===== config.mk =====
export PLATFORM = sky130hd
export DESIGN_NAME = sync_fifo_param
export DESIGN_NICKNAME = d
export VERILOG_FILES = /design/src/rtl/sync_fifo_param.sv
export SDC_FILE = /design/constraint.sdc
export NUM_CORES = 1
export LEC_CHECK = 0
export BUFFER_PORTS_ARGS = -buffer_cell sky130_fd_sc_hd__buf_4
export CAP_MARGIN = 20
export CORE_MARGIN = 5
export CORE_UTILIZATION = 37
export CTS_CLUSTER_DIAMETER = 60
export DETAILED_ROUTE_END_ITERATION = 12
export GPL_TIMING_DRIVEN = 0
export SETUP_SLACK_MARGIN = 0.3
export SLEW_MARGIN = 20
export SYNTH_ARGS = -nofsm -noshare
export SYNTH_HDL_FRONTEND = slang
export SYNTH_SLANG_ARGS = --single-unit

===== constraint.sdc =====
create_clock -name clk -period 3.1 [get_ports clk]
set_input_delay 0.31 -clock clk [delete_from_list [all_inputs] [get_ports clk]]
set_output_delay 0.31 -clock clk [all_outputs]
set_load 0.03 [all_outputs]

===== src/rtl/sync_fifo_param.sv =====
// Single-clock FIFO with selectable standard/first-word-fall-through read,
// almost-full/almost-empty thresholds, occupancy count and sticky error flags.
module sync_fifo_param #(
    parameter int DATA_WIDTH = 8,
    parameter int DEPTH      = 64,
    parameter int ADDR_WIDTH = 6,
    parameter int FWFT       = 0,
    parameter int AF_THRESH  = 60,
    parameter int AE_THRESH  = 4
) (
    input  logic                  clk,
    input  logic                  rst,
    input  logic                  wr_en,
    input  logic                  rd_en,
    input  logic [DATA_WIDTH-1:0] buf_in,
    input  logic                  clr_err,
    output logic [DATA_WIDTH-1:0] buf_out,
    output logic                  buf_full,
    output logic                  buf_empty,
    output logic                  almost_full,
    output logic                  almost_empty,
    output logic [ADDR_WIDTH:0]   fifo_count,
    output logic                  overflow,
    output logic                  underflow
);

    localparam logic [ADDR_WIDTH:0] FULL_CNT = (ADDR_WIDTH+1)'(DEPTH);
    localparam logic [ADDR_WIDTH:0] AF_CNT   = (ADDR_WIDTH+1)'(AF_THRESH);
    localparam logic [ADDR_WIDTH:0] AE_CNT   = (ADDR_WIDTH+1)'(AE_THRESH);
    localparam logic [ADDR_WIDTH:0] ONE_CNT  = (ADDR_WIDTH+1)'(1);
    localparam logic [ADDR_WIDTH-1:0] ONE_PTR = ADDR_WIDTH'(1);

    logic [DATA_WIDTH-1:0] mem [DEPTH];
    logic [ADDR_WIDTH-1:0] wr_ptr;
    logic [ADDR_WIDTH-1:0] rd_ptr;
    logic                  wr_acc;
    logic                  rd_acc;

    // Flags come only from the registered count, never from the request inputs.
    assign buf_full     = (fifo_count == FULL_CNT);
    assign buf_empty    = (fifo_count == '0);
    assign almost_full  = (fifo_count >= AF_CNT);
    assign almost_empty = (fifo_count <= AE_CNT);

    // A write into a full FIFO is allowed when a pop frees the slot on the same edge.
    assign wr_acc = wr_en && (!buf_full || rd_en);
    assign rd_acc = rd_en && !buf_empty;

    always_ff @(posedge clk) begin
        if (!rst && wr_acc) begin
            mem[wr_ptr] <= buf_in;
        end
    end

    always_ff @(posedge clk) begin
        if (rst) begin
            wr_ptr <= '0;
            rd_ptr <= '0;
        end else begin
            if (wr_acc) wr_ptr <= wr_ptr + ONE_PTR;
            if (rd_acc) rd_ptr <= rd_ptr + ONE_PTR;
        end
    end

    always_ff @(posedge clk) begin
        if (rst) begin
            fifo_count <= '0;
        end else begin
            case ({wr_acc, rd_acc})
                2'b10:   fifo_count <= fifo_count + ONE_CNT;
                2'b01:   fifo_count <= fifo_count - ONE_CNT;
                default: fifo_count <= fifo_count;
            endcase
        end
    end

    // Set has priority over clear so no error event is lost.
    always_ff @(posedge clk) begin
        if (rst) begin
            overflow  <= 1'b0;
            underflow <= 1'b0;
        end else begin
            if (wr_en && buf_full && !rd_en) overflow <= 1'b1;
            else if (clr_err)                overflow <= 1'b0;
            if (rd_en && buf_empty)          underflow <= 1'b1;
            else if (clr_err)                underflow <= 1'b0;
        end
    end

    generate
        if (FWFT != 0) begin : g_fwft
            assign buf_out = mem[rd_ptr];
        end else begin : g_std
            always_ff @(posedge clk) begin
                if (rst)         buf_out <= '0;
                else if (rd_acc) buf_out <= mem[rd_ptr];
            end
        end
    endgenerate

endmodule


# Yosys cells after proc, flatten, opt, wreduce, memory -nomap -nowiden
# Memories as Yosys holds them, arrays and structs flattened. A register that Yosys moved wholly into a read port is not among the register bits.
# Index checks and enable logic that the tools add are counted.
# word_totals
mem_bits_rw	512
inputBits	13
out_inout_bits	21
memories	1
ff_bits	21
wordCells	36
# mem_list
name	depth	word_bits	rd	rd_clocked_by_memory_dff	wr	line	text
mem	64	8	1	1	1	33	logic [DATA_WIDTH-1:0] mem [DEPTH];
# op_classes
addsub	4
eq_ne	3
n_reduce_logical	15
order_cmp	2
mux	6
# ops
operator	n
$pmux W7 S2	1
$add A6 B1 Y6 const B	2
$add A7 B1 Y7 const B	1
$eq A7 B7 Y1 const B	1
$ge A7 B6 Y1 const B	1
$le A7 B3 Y1 const B	1
$logic_not A7 Y1	1
$sub A7 B1 Y7 const B	1
$logic_and A1 B1 Y1	6
$reduce_bool A2 Y1	3
$mux W1	5
$logic_not A1 Y1	4
$eq A2 B1 Y1 const B	1
$eq A2 B2 Y1 const B	1
$logic_or A1 B1 Y1	1

# Longest topological paths before layout
# depth
depth_word	7
mapped_depth	13
ltp_nobuf	12

# Worst setup path before layout
# Ideal clock, no wire load.
# synth_path
kind	reg-to-reg
start	register fifo_count[6]
end	register fifo_count[6]
path_slack_ns	-0.266
path_stages_with_launch	13
setup_time_ns	0.121
period_less_slack_ns	3.366
t_arrival_ns	3.245
path_buffers	1
required_ns	2.979
path_cell_list	dfxtp_1 > nor3_1 > and2_0 > buf_2 > nor2_2 > ha_1 > ha_1 > nor2b_1 > o21ai_0 > a21boi_0 > or4_1 > nand3_1 > mux2_2
# synth_between
word_cells_on_any_way	13
classes_between	add/sub: 2; eq/ne: 3; mux: 1; reduce/logical: 7
# synth_lines
element	line	text
start: declaration	22	output logic [ADDR_WIDTH:0] fifo_count,
start signal: assignment	70	2'b10: fifo_count <= fifo_count + ONE_CNT;
start signal: assignment	71	2'b01: fifo_count <= fifo_count - ONE_CNT;
start signal: assignment	72	default: fifo_count <= fifo_count;
$logic_not A7 Y1 (*)	41	assign buf_empty = (fifo_count == '0);
net buf_empty	19	output logic buf_empty,
$logic_not A1 Y1 (*)	47	assign rd_acc = rd_en && !buf_empty;
$logic_and A1 B1 Y1 (*)	47	
net rd_acc	37	logic rd_acc;
$eq A2 B1 Y1 / $eq A2 B2 Y1 (equally long branches)	69	case ({wr_acc, rd_acc})
$pmux W7 S2 / $reduce_bool A2 Y1 (equally long branches)	--	
# Mark *: on every way through the listed nets, which the timed path passes. The rest lies on a longest branch.
# A chain may end at the register's enable or synchronous reset.

# Final worst setup path
# layout_path
start	register fifo_count[0]
end	memory mem[46][6] (enable)
# layout_between
elab_chain_len	7
# layout_rtl
element	line	text
$eq A7 B7 Y1	40	assign buf_full = (fifo_count == FULL_CNT);
$logic_not A1 Y1	46	assign wr_acc = wr_en && (!buf_full || rd_en);
$logic_or A1 B1 Y1	46	
$logic_and A1 B1 Y1	46	
$logic_and A1 B1 Y1	50	if (!rst && wr_acc) begin
$mux W1	50	
$mux W1 (not written as such)	51	mem[wr_ptr] <= buf_in;
end: declaration	33	
# Every way passes these cells.

==> metrics.md <==
| Metric | Value |
|---|---|
| WP data required | 3.31 ns |
| DR WL/cell | 26.64 um |
| Setup tns final | 0 ns |
| DRT iter0 DRCs | 1209 |
| Cell taking the most area after synthesis | edfxtp_1 |
| CP delay by family, top | simple AND/OR/NAND/NOR gates |
| Most common cell on crit path | nor2_1 |
| CP Class | reg2reg |
| Top-area cell type share of the netlist area | 0.7158 |
| Power Density | 728.6 nW/um^2 |
| Run status | finished clean |
| Sequential-to-total area share from yosys stat | 0.7429 |
| Tcrit/Tclk final | 0.9406 |
| Starting Density | 0.3730 |
| Clock Tree Buf Depth | 3 |
| Worst path depth | 7 |
| Reg2Reg Capture Point | mem[46][6] |
| Crit. Startpoint | fifo_count[0] |
| Placed cell area | 22740 sq um |
| GP Congestion | 0.8540 |
| Met1 WL | 24.04 mm |
| Final HPWL DP | 34.46 mm |
| Final Max Tran Viols | 0 |
| Clk root buf | clkbuf_16 |
| Worst Path Buf+Inv | 2 |
| Post-synth EDFFs | 512 |
| Hold Fails Final Rpt | 0 |
| Final setup vio count | 0 |
| Pre-Repair DR Iteration Count | 7 |
| Fmax | 343.0 MHz |
| Nets@finish | 1265 |
| H-tree Lvls | 2 |
| CTS tree | yes |
| Crit path launch type | flop |
| Total grt overflow | 0 |
| Main synth FF type | edfxtp_1 |
| DR vias/cell | 5.501 |
| Synth Cell Area | 21480 sq um |
| Crit path time final | 2.916 ns |
| Dominant cell by count in the synthesized netlist | edfxtp_1 |
| Worst Max-Slew Pin Slew | 1.179 ns |
| CP max-delay cell | nor2_1 |
| Die width | 250.9 um |
| Final Util | 0.4299 |
| Finished Cell Area | 24750 sq um |
| Synth-to-layout area growth | 15.25% |
| Crit path max fanout | 8 |
| GRT Util Overall | 0.1708 |
| Seq cells post-synth | 541 |
| Crit end category | flop |
| Diodes inserted | 0 |
| Die H | 250.9 um |
| Syn Area/Cell | 18.84 sq um |
| Mapped Cells | 1140 |
| Top area cells in the synthesized netlist | edfxtp_1 72%, mux4_2 7.1%, mux2i_1 3.5%, mux4_1 2.9%, dfxtp_1 2.7% |
| Reg2reg start | fifo_count[0] |
| Async SR Flop Fraction | 0 |
| Final ANT Viol Nets | 0 |
| Critical Path End | mem[46][6] |
| Port bufs | 33 |
| Maximum VDD drop | 0.3841 mV |
| Vias in the first global route | 11240 |
| Syn_nets | 1162 |
| Met2 wire len | 25.07 mm |
| Headroom to the max-slew limit | 0.2074 |
| Clock-pin slew on the worst setup and hold paths | 0.06 ns |
| Max Cap Viol | 0 |
| Top Layer Used | met4 |
| R2R Setup Slk | 0.18 ns |
| RSZ-0062 raised after global routing | true |
| # IOs | 34 |
| Leakage | 7.691 nW |
| Total die area | 62970 sq um |
| Met3 WL | 4.088 mm |
| Core Area | 57590 sq um |
| Crit path DAT | 3.13 ns |
| DR vias | 11280 |
| List of most frequent post-synthesis cells | 512 x edfxtp_1, 93 x nor2_1, 75 x mux2i_1, 68 x mux4_2, 42 x nand2_1 |
| DRC | 0 |
| Power consumption | 18.04 mW |
| Layout cells sized above 1 | 0.2488 |
| Critical path cell sequence | nor4_4 > buf_4 > a41oi_4 > inv_4 > nor2_1 > nand3_1 > nor2_1 |
| Distinct cell type count after synthesis | 53 |
| Drt total wl | 54.65 mm |
| CTS buffer count | 53 |
| Num rows | 88 |
| Largest net degree at the start of global routing | 65 |
| First-pass GRT wire length | 79.18 mm |
| Clock sinks | 541 |
| Clock Latency Late Sink | 0.61 ns |
| FF-to-FF path depth | 7 |
| Ys Warns | 0 |
| WHS | 0.04200 ns |
| Initial antenna violation count | 0 |
| Skew final | 0.02330 ns |
| HP Class | in2reg |
| Max incr delay on CP | 0.94 ns |
-- metal layers --
layer / global-route usage / vias up
li1: - / 4841
met1: 0.2507 / 5890
met2: 0.2625 / 464
met3: 0.03197 / 88
met4: 0.04990 / 0
met5: 0 / -
-- worst min-delay path by stage --
stage              start   endpoint  slack [ns]  depth (start not counted)
2_1_floorplan  buf_in[0]  mem[0][0]        0.41                          0
3_3_place_gp    overflow   overflow        0.48                          2
3_5_place_dp    overflow   overflow        0.49                          2
4_1_cts          clr_err   overflow        0.02                          4
5_1_grt          clr_err   overflow        0.08                          4
6_report         clr_err   overflow        0.04                          4
-- kinds of logic after synthesis --
kind of cell,after synthesis,synth area share
flops,541,0.7429
simple gates,188,0.03938
mux,183,0.1440
compound gates,136,0.04299
buf+inv,72,0.02068
xor+xnor,11,0.004486
fa+ha+maj,9,0.005593
-- power by group --
| group | leakage, nW | internal [mW] | switching (mW) |
|---|---|---|---|
| registers | 4.84 | 8.12 | 0.161 |
| logic | 2.02 | 1.50 | 1.96 |
| clock network | 0.824 | 3.62 | 2.67 |
-- state kept, by name, indices dropped and copies added, names as in the netlist --
signal / flops
fifo_count: 7
wr_ptr: 6
buf_out: 8
underflow: 1
mem: 512
rd_ptr: 6
overflow: 1
-- cell type report --
| class | count | area, sq um |
|---|---|---|
| plain buffers | 64 | 421.7 |
| repair buffers | 48 | 365.4 |
| multi-input cells | 527 | 5314 |
| clock buffers | 69 | 1449 |
| inverters | 8 | 32.53 |
| well taps | 765 | 957.2 |
| flip-flops and latches | 541 | 15970 |
| clock inverters | 29 | 242.7 |
| fillers | 5003 | 32830 |
-- layout by cell type (no fill, tap or decap), types with 17 or more instances in the layout --
master and instances:
a21oi_1 30, a22oi_1 18, buf_4 52, clkbuf_1 34
clkbuf_16 55, dfxtp_1 22, edfxtp_1 512, mux2i_1 75
mux4_1 24, mux4_2 68, nand2_1 42, nor2_1 40
nor2_2 52, o22ai_1 17
-- per-stage QoR --
stage	setup slack, ns	std cells
finish	0.1841	2051
global route	0.09612	2051
CTS	0.2507	2049
detailed placement	-0.1564	1938
global placement	-0.1141	1938
floorplan	0.3090	1140
-- worst reg2reg max path, stage by stage, from the launching register on --
cell and delay (ns):
dfxtp_2 0.40, nor4_4 0.06, buf_4 0.14, a41oi_4 0.17, inv_4 0.09, nor2_1 0.13
nand3_1 0.61, nor2_1 0.95
-- what timing repair did --
action,CTS,global route
hold endpoints to repair,2,0
hold buffers,2,0
cloned,0,0
endpoints found under the setup margin,395,397
pin swaps,8,6
setup buffers,11,2
gates resized for setup,26,43
Power figures use the tool's default switching activity.
